<file path="src/rtl/dungeon_pkg.sv">
// Shared types and helpers for the grid-dungeon game controller.
// Room indices are carried at a fixed 8-bit width so that any legal grid (up to 16x16) fits.
package dungeon_pkg;

    typedef enum logic [1:0] {
        PLAY,
        WIN,
        DEAD
    } game_state_t;

    typedef enum logic [2:0] {
        DIR_NONE,
        DIR_N,
        DIR_S,
        DIR_E,
        DIR_W,
        DIR_MULTI
    } dir_t;

    localparam int MAX_ROOMS = 16 * 16;
    localparam int IDX_W     = $clog2(MAX_ROOMS);

    function automatic logic [IDX_W-1:0] room_idx(input logic [7:0] row,
                                                  input logic [7:0] col,
                                                  input int         gridW);
        int flat;
        flat = int'(row) * gridW + int'(col);
        return flat[IDX_W-1:0];
    endfunction

    // Only a single asserted direction counts as a move; anything else is ignored.
    function automatic dir_t decode_dir(input logic dn, input logic ds,
                                        input logic de, input logic dw);
        dir_t result;
        case ({dn, ds, de, dw})
            4'b0000: result = DIR_NONE;
            4'b1000: result = DIR_N;
            4'b0100: result = DIR_S;
            4'b0010: result = DIR_E;
            4'b0001: result = DIR_W;
            default: result = DIR_MULTI;
        endcase
        return result;
    endfunction

endpackage

</file>
<file path="src/rtl/dungeon_fsm_item_tracker.sv">
// Sticky collected-item flags: each item is taken on the edge that enters its room.
// all_items reflects the flags before the current edge, which the dragon rule relies on.
module item_tracker
#(
    parameter int                     NUM_ITEMS  = 1,
    parameter logic [8*NUM_ITEMS-1:0] ITEM_ROOMS = 8'd2
)(
    input  logic                         clk,
    input  logic                         reset,
    input  logic                         enter_valid,
    input  logic [dungeon_pkg::IDX_W-1:0] enter_room,
    output logic [NUM_ITEMS-1:0]         items,
    output logic                         all_items
);
    import dungeon_pkg::*;

    logic [NUM_ITEMS-1:0] r_items;
    logic [NUM_ITEMS-1:0] w_hit;

    always_comb begin
        w_hit = '0;
        for (int k = 0; k < NUM_ITEMS; k++) begin
            w_hit[k] = enter_valid && (enter_room == ITEM_ROOMS[8*k +: IDX_W]);
        end
    end

    always_ff @(posedge clk or posedge reset) begin
        if (reset) begin
            r_items <= '0;
        end else begin
            r_items <= r_items | w_hit;
        end
    end

    assign items     = r_items;
    assign all_items = &r_items;

endmodule

</file>
<file path="src/rtl/dungeon_fsm.sv">
// Grid-dungeon controller: position registers, saturating move counter and PLAY/WIN/DEAD FSM.
// A move is a clock edge with exactly one direction asserted that does not cross a wall.
module dungeon_fsm
#(
    parameter int                     GRID_W      = 3,
    parameter int                     GRID_H      = 3,
    parameter int                     NUM_ITEMS   = 1,
    parameter logic [8*NUM_ITEMS-1:0] ITEM_ROOMS  = 8'd2,
    parameter int                     START_ROOM  = 0,
    parameter int                     DRAGON_ROOM = 8,
    parameter int                     MOVE_LIMIT  = 0
)(
    input  logic                       clk,
    input  logic                       reset,
    input  logic                       n,
    input  logic                       s,
    input  logic                       e,
    input  logic                       w,
    output logic [GRID_W*GRID_H-1:0]   room,
    output logic [NUM_ITEMS-1:0]       items,
    output logic [7:0]                 moves,
    output logic                       win,
    output logic                       dead
);
    import dungeon_pkg::*;

    localparam int              NUM_ROOMS  = GRID_W * GRID_H;
    localparam logic [3:0]      START_ROW  = 4'(START_ROOM / GRID_W);
    localparam logic [3:0]      START_COL  = 4'(START_ROOM % GRID_W);
    localparam logic [3:0]      LAST_ROW   = 4'(GRID_H - 1);
    localparam logic [3:0]      LAST_COL   = 4'(GRID_W - 1);
    localparam logic [IDX_W-1:0] DRAGON_IDX = 8'(DRAGON_ROOM);

    game_state_t      r_state;
    game_state_t      w_nextState;
    logic [3:0]       r_row;
    logic [3:0]       r_col;
    logic [7:0]       r_moves;

    dir_t             w_dir;
    logic [3:0]       w_tgtRow;
    logic [3:0]       w_tgtCol;
    logic             w_canMove;
    logic [IDX_W-1:0] w_tgtIdx;
    logic [IDX_W-1:0] w_curIdx;
    logic [7:0]       w_movesInc;
    logic             w_hitDragon;
    logic             w_limitHit;
    logic             w_allItems;

    // Target cell, wall blocking and end-of-game decision; the dragon outranks the move limit.
    always_comb begin
        w_dir       = decode_dir(n, s, e, w);
        w_tgtRow    = r_row;
        w_tgtCol    = r_col;
        w_canMove   = 1'b0;
        if (r_state == PLAY) begin
            case (w_dir)
                DIR_N: if (r_row != 4'd0) begin
                    w_tgtRow  = r_row - 4'd1;
                    w_canMove = 1'b1;
                end
                DIR_S: if (r_row != LAST_ROW) begin
                    w_tgtRow  = r_row + 4'd1;
                    w_canMove = 1'b1;
                end
                DIR_E: if (r_col != LAST_COL) begin
                    w_tgtCol  = r_col + 4'd1;
                    w_canMove = 1'b1;
                end
                DIR_W: if (r_col != 4'd0) begin
                    w_tgtCol  = r_col - 4'd1;
                    w_canMove = 1'b1;
                end
                default: ;
            endcase
        end
        w_tgtIdx    = room_idx(8'(w_tgtRow), 8'(w_tgtCol), GRID_W);
        w_movesInc  = (r_moves == 8'hFF) ? r_moves : r_moves + 8'd1;
        w_hitDragon = w_canMove && (w_tgtIdx == DRAGON_IDX);
        w_limitHit  = w_canMove && (MOVE_LIMIT != 0) && (int'(w_movesInc) == MOVE_LIMIT);
        w_nextState = r_state;
        if (w_hitDragon) begin
            w_nextState = w_allItems ? WIN : DEAD;
        end else if (w_limitHit) begin
            w_nextState = DEAD;
        end
    end

    always_ff @(posedge clk or posedge reset) begin
        if (reset) begin
            r_state <= PLAY;
            r_row   <= START_ROW;
            r_col   <= START_COL;
            r_moves <= 8'd0;
        end else begin
            r_state <= w_nextState;
            if (w_canMove) begin
                r_row   <= w_tgtRow;
                r_col   <= w_tgtCol;
                r_moves <= w_movesInc;
            end
        end
    end

    item_tracker #(
        .NUM_ITEMS  (NUM_ITEMS),
        .ITEM_ROOMS (ITEM_ROOMS)
    ) u_items (
        .clk         (clk),
        .reset       (reset),
        .enter_valid (w_canMove),
        .enter_room  (w_tgtIdx),
        .items       (items),
        .all_items   (w_allItems)
    );

    always_comb begin
        w_curIdx = room_idx(8'(r_row), 8'(r_col), GRID_W);
        room     = '0;
        for (int i = 0; i < NUM_ROOMS; i++) begin
            room[i] = (w_curIdx == i[IDX_W-1:0]);
        end
    end

    assign moves = r_moves;
    assign win   = (r_state == WIN);
    assign dead  = (r_state == DEAD);

endmodule

</file>
<file path="config.mk">
export PLATFORM = sky130hd
export DESIGN_NAME = dungeon_fsm
export DESIGN_NICKNAME = d
export VERILOG_FILES = /design/src/rtl/dungeon_pkg.sv /design/src/rtl/dungeon_fsm_item_tracker.sv /design/src/rtl/dungeon_fsm.sv
export SDC_FILE = /design/constraint.sdc
export NUM_CORES = 1
export LEC_CHECK = 0
export ABC_AREA = 1
export CORE_MARGIN = 3
export CORE_UTILIZATION = 47
export DETAILED_ROUTE_END_ITERATION = 10
export PLACE_DENSITY = 0.73
export SLEW_MARGIN = 20
export SYNTH_ARGS = -nofsm -noshare
export SYNTH_HDL_FRONTEND = slang
export SYNTH_SLANG_ARGS = --single-unit
</file>
<file path="constraint.sdc">
create_clock -name clk -period 3.5 [get_ports clk]
set_input_delay 0.35 -clock clk [delete_from_list [all_inputs] [get_ports clk]]
set_output_delay 0.35 -clock clk [all_outputs]
set_load 0.05 [all_outputs]
</file>
==> impl_metrics.ini, run 1 <==
[yosys]
yosysUniqueCellTypes = 29
async_flop_share_pct = 100.0
netlist_instances = 281
seq_area_frac_synth_pct = 23.18
synth_common_cells = nand2_1 (72), inv_1 (38), nand3_1 (31)
synth_top_area_share_pct = 23.18
synth_edf_count = 0
ys_ff_latch = 19
synth.avg_cell_area_sq_um = 7.298
netlist_top_cells_area = dfrtp_1 (23%), ha_1 (15%), nand2_1 (13%)
synth_most_common_cell = nand2_1
yosys_warnings = 0
ys.flop_type = dfrtp_1
syn_area_sq_um = 2051
syn_nets = 318
yosys.area.top_type = dfrtp_1

[global_route]
grt_pass1_vias = 1839
grt_first_pass_wirelength_um = 7783
antenna_found_initial = 0
grt-ovfl-total = 0
grt_use_total_pct = 18.52
grt_max_degree = 20

[route]
ant_nets = 0
wl_per_cell_um = 11.95
dr.pass1.iters = 4
vias_per_cell = 5.140
drt_wl_total_um = 4362
drt_drc_violations_left = 0
drt_iter0_markers = 76
num_vias = 1876

[floorplan]
rows = 23
core_sq_um = 4115
fp.dieW_um = 72.06
pin_count = 26
initial_utilization_pct = 49.83
die-area_sq_um = 5192
die_y_um = 72.06

[critical_path]
worst_path_largest_cell_delay_ns = 0.48
cpMaxStageDelayCell = fa_1
cp_max_fo = 9
critPathTopFamily = adder cells
path_depth = 8
path_buf_inv = 2
crit_type = reg -> out
end_kind = primary output
critPathMostFrequentCell = fa_1
crit_required_ns = 3.15
path_cells = buf_4, fa_1, ha_1, fa_1, xnor2_1, nand2_1, nor3_1, buf_12
ff2ff_path_depth = 18
start_kind = register
cp_data_arrival_time_ns = 2.97

[finish]
nets = 353
nFillCells = 379
fin_cells = 365
drive_gt1_share_pct = 15.87
antenna_cells = 0
synthToLayoutAreaGrowth_pct = 24.83

[pwr]
p_clk_share_pct = 39.4
p_int_uw = 310.1
power.density_nw_per_um2 = 159.3
swShare_pct = 23.95
p_sw_uw = 97.68
comb_power_share_pct = 6.8
p_leak_nw = 1.327
pwr-share-seq_pct = 53.8
peakVddDrop_mv = 0.1723

[place]
gp_congestion = 0.8680
io_buffers = 25
place_inst = 361
dp_hpwl_um = 3486

[sta]
maxSlewViolCount = 0
rsz0062_at_grt = true
fin_setup_tns_ns = 0
clock_skew_ns = 0.003099
worstMarginPinSlew_ns = 0.7335
fmax_ghz = 0.3010
fin_crit_sh_pct = 94.91
hold_viol_final = 0
relSlewSlack_pct = 51.05
finalSetupViolCount = 0
post-route-min-period_ns = 3.322

[cts]
cts.clk_slew.worst_paths_ns = 0.08
cts_buffer_depth = 2
cts_tree = built
clock_latency_ns = 0.26
cts-root-buf = clkbuf_8
h-tree-depth = 1
clkSinkCount = 19
cts_buffers = 3
postCtsHoldBufs = 0

[flow_run]
maxCapViolCount = 0

[run_status]
outcome = completed

[min_path]
min_path_type = in -> async
## metrics by stage
step / setup slack [ns] / utilization (%) / hold slack (ns) / power (mW) / instance area, sq um
2_1_floorplan: 0.06874 / - / 0.3011 / 0.2400 / 2057
3_3_place_gp: 0.05322 / 60.60 / 0.5043 / 0.2508 / 2494
3_5_place_dp: -0.09105 / 60.60 / 0.4964 / 0.2511 / 2494
4_1_cts: 0.1385 / 61.69 / 0.5256 / 0.4103 / 2539
5_1_grt: -0.01434 / 62.21 / 0.5685 / 0.4239 / 2560
6_report: 0.1780 / 62.21 / 0.5095 / 0.4078 / 2560
## area by class of cell
class	instances	area [sq um]	area share [%]
Sequential cell	19	475.5	18.57
Inverter	43	161.4	6.305
Clock buffer	4	45.04	1.760
Multi-Input combinational cell	218	1430	55.86
Tap cell	50	62.56	2.444
Timing Repair Buffer	31	385.4	15.05
## worst register-to-register path: stages (launching register included)
cell	delay [ns]
dfrtp_1	0.36
inv_1	0.06
ha_1	0.24
nand2_2	0.11
inv_1	0.08
nand3_1	0.08
nand2_1	0.10
o21ai_2	0.19
o31ai_2	0.12
fa_1	0.51
ha_1	0.18
inv_1	0.06
fa_1	0.39
xor2_1	0.18
nor2_1	0.13
nand3_1	0.08
nor2_1	0.14
nand3_1	0.09
nand2_1	0.07
## what timing repair did
item / 4_1_cts / 5_1_grt
resized for setup: 0 / 7
endpoints found under the setup margin: 0 / 4
setup buffers: 0 / 0
## power groups by stage
| stage | combinational (mW) | clock [mW] | sequential [mW] |
|---|---|---|---|
| after floorplan | 0.0163 | 0 | 0.224 |
| after global placement | 0.0271 | 0 | 0.224 |
| after detailed placement | 0.0274 | 0 | 0.224 |
| after CTS | 0.0275 | 0.163 | 0.219 |
| after global routing | 0.0314 | 0.173 | 0.219 |
| final | 0.0277 | 0.161 | 0.219 |
## logic make-up (layout without fill, tap and decap cells)
group / Yosys count / count (layout) / synth area share (%)
buf+inv: 44 / 78 / 8.420
xor+xnor: 13 / 13 / 5.552
flops: 19 / 19 / 23.19
compound gates: 19 / 19 / 5.918
simple gates: 155 / 155 / 35.81
fa+ha+maj: 31 / 31 / 21.11
## flip-flops by register name (all words and copies together), names as in the netlist
register           count
moves                  8
r_col                  4
r_row                  4
r_state                2
u_items.all_items      1
## layout by cell type (no fill, tap or decap), types with 2 or more instances in the layout
cell type,n
nand2_1,70
inv_1,38
nand3_1,31
ha_1,25
dfrtp_1,19
clkdlybuf4s50_1,16
nor2_1,14
nand2_2,10
nor3_1,9
xor2_1,9
buf_12,9
o21ai_0,8
nand4_1,6
fa_1,6
buf_4,6
inv_2,5
nor2_2,5
xnor2_1,4
o21ai_2,3
clkbuf_8,3
o211ai_1,2
nand3b_1,2
nand3_2,2
a21o_1,2
## layer usage
| metal | global-route usage [%] | share of wire (%) |
|---|---|---|
| met5 | 0 | 0 |
| met4 | 4.384 | 0.34 |
| met3 | 3.463 | 2.8 |
| met2 | 33.27 | 51 |
| met1 | 22.91 | 46 |
## worst paths after layout
| kind | startpoint | to | slack [ns] |
|---|---|---|---|
| max | r_row[0] | room[6] | 0.18 |
| min | reset | r_col[0] | 0.51 |
| max reg2reg | r_row[2] | r_state[1] | 0.28 |
| min reg2reg | u_items.all_items | u_items.all_items | 0.53 |
| max in group asynchronous | reset | r_col[3] | 2.53 |
| min in group clk | u_items.all_items | u_items.all_items | 0.53 |
Power figures use the tool's default switching activity.
==> inputs of run 2 (changes only) <==
- CTS_CLUSTER_DIAMETER: unset -> 100
==> results of run 2 <==
The final DEF is identical to that of run 1; final timing and power are the same.
==> inputs of run 3 (changes only) <==
- PLACE_DENSITY: 0.73 -> 0.79
==> run 3 against run 2 <==
Against the previous run: register-to-register slack better by 0.03 ns; combinational power decreased by 3%; global-route usage down 2.2 points; fmax down 0.34%; power shrank 0.76%.
==> impl_metrics.ini, run 3 (synthesis gave the netlist of run 1 again) <==
[sta]
finalSetupViolCount = 0
fmax_ghz = 0.3000
fin_crit_sh_pct = 95.23
worstMarginPinSlew_ns = 0.7062
rsz0062_at_grt = false
clock_skew_ns = 0.002518
hold_viol_final = 0
hold_slack_ns = 0.4950
post-route-min-period_ns = 3.333
maxSlewViolCount = 0
relSlewSlack_pct = 52.87
finalWorstSetupSlack_ns = 0.1668

[flow_run]
maxCapViolCount = 0

[critical_path]
path_buf_inv = 2
crit_required_ns = 3.15
crit_type = reg -> out
path_cells = buf_4, fa_1, ha_1, fa_1, xnor2_1, nand2_1, nor3_1, buf_12
end_kind = primary output
worst_path_largest_cell_delay_ns = 0.49
ff2ff_path_depth = 18
r2r_slack_ns = 0.31
critPathTopFamily = adder cells
cpMaxStageDelayCell = fa_1
cp_data_arrival_time_ns = 2.98
start_kind = register
cp_max_fo = 9
path_depth = 8
critPathMostFrequentCell = fa_1

[route]
top_layer = met4
num_vias = 1805
drt_drc_violations_left = 0
vias_per_cell = 4.945
wl_met3_um = 90
wl_per_cell_um = 10.94
drt_iter0_markers = 64
ant_nets = 0
drt_wl_total_um = 3994
wl_met1_um = 1931
dr.pass1.iters = 4
dr_wl_met2_um = 1927

[cts]
cts_buffer_depth = 2
cts.clk_slew.worst_paths_ns = 0.08
cts_tree = built
clkSinkCount = 19
cts-root-buf = clkbuf_8
clock_latency_ns = 0.26
h-tree-depth = 1
postCtsHoldBufs = 0
cts_buffers = 3

[global_route]
grt-ovfl-total = 0
antenna_found_initial = 0
grt_pass1_vias = 1614
grt_max_degree = 20
grt_first_pass_wirelength_um = 6796
grt_use_total_pct = 16.29

[pwr]
power.density_nw_per_um2 = 159.3
p_leak_nw = 1.325
peakVddDrop_mv = 0.1562

[min_path]
min_path_type = in -> async

[finish]
drive_gt1_share_pct = 14.29
largest_reg_flops = 8
final_cell_mix = nand2_1 (72), inv_1 (38), nand3_1 (31), ha_1 (25), dfrtp_1 (19)
final_common_cell = nand2_1
synthToLayoutAreaGrowth_pct = 23.86
nets = 353
antenna_cells = 0

[run_status]
outcome = completed

[place]
gp_congestion = 0.8954
io_buffers = 25
pre_cts_ws_ns = -0.06485
dp_hpwl_um = 3352

[floorplan]
rows = 23
die-area_sq_um = 5192
fp.dieW_um = 72.06
core_sq_um = 4115
die_y_um = 72.06
initial_utilization_pct = 49.83
pin_count = 26
[run 3: final timing paths]
check	startpoint	to
max	r_row[0]	room[1]
min	reset	moves[0]
max reg2reg	r_row[0]	r_state[0]
min reg2reg	u_items.all_items	u_items.all_items
max in group asynchronous	reset	r_row[0]
min in group clk	u_items.all_items	u_items.all_items
[run 3: final cells by class]
type | count | area [sq um]
fillers | 342 | 1575
clock inverters | 1 | 5.005
repair buffers | 31 | 385.4
multi-input cells | 218 | 1409
well taps | 50 | 62.56
inverters | 43 | 161.4
flip-flops and latches | 19 | 475.5
clock buffers | 3 | 41.29
[run 3: layer usage]
metal / vias to the layer above / global-route usage [%]
met4: 0 / 4.384
met5: - / 0
met2: 22 / 28.98
met1: 807 / 20.50
li1: 972 / -
met3: 4 / 2.493
[run 3: repair_timing]
| action | CTS | global route |
|---|---|---|
| resized for setup | 0 | 1 |
| endpoints found under the setup margin | 0 | 2 |
| setup buffers | 0 | 0 |
[run 3: where the power goes]
part           switching (mW)  internal, mW
registers                   0         0.219
logic                  0.0175       0.00955
clock network          0.0790        0.0794
[run 3: through the flow]
stage,util [%],area (sq um),power [mW],setup TNS [ns],cells
final,61.72,2540,0.4047,0,365
after global routing,61.72,2540,0.4157,0,365
after CTS,61.72,2540,0.4051,0,365
after detailed placement,60.60,2494,0.2509,-0.1533,361
after global placement,60.60,2494,0.2507,0,361
after floorplan,-,2057,0.2400,0,281
[run 3: worst reg2reg max path: cells and delay by family (launching register included)]
kind / cells / cell delay [ns]
flops: 1 / 0.36
compound gates: 2 / 0.32
xor+xnor: 1 / 0.17
buf+inv: 3 / 0.24
simple gates: 8 / 0.77
fa+ha+maj: 4 / 1.27
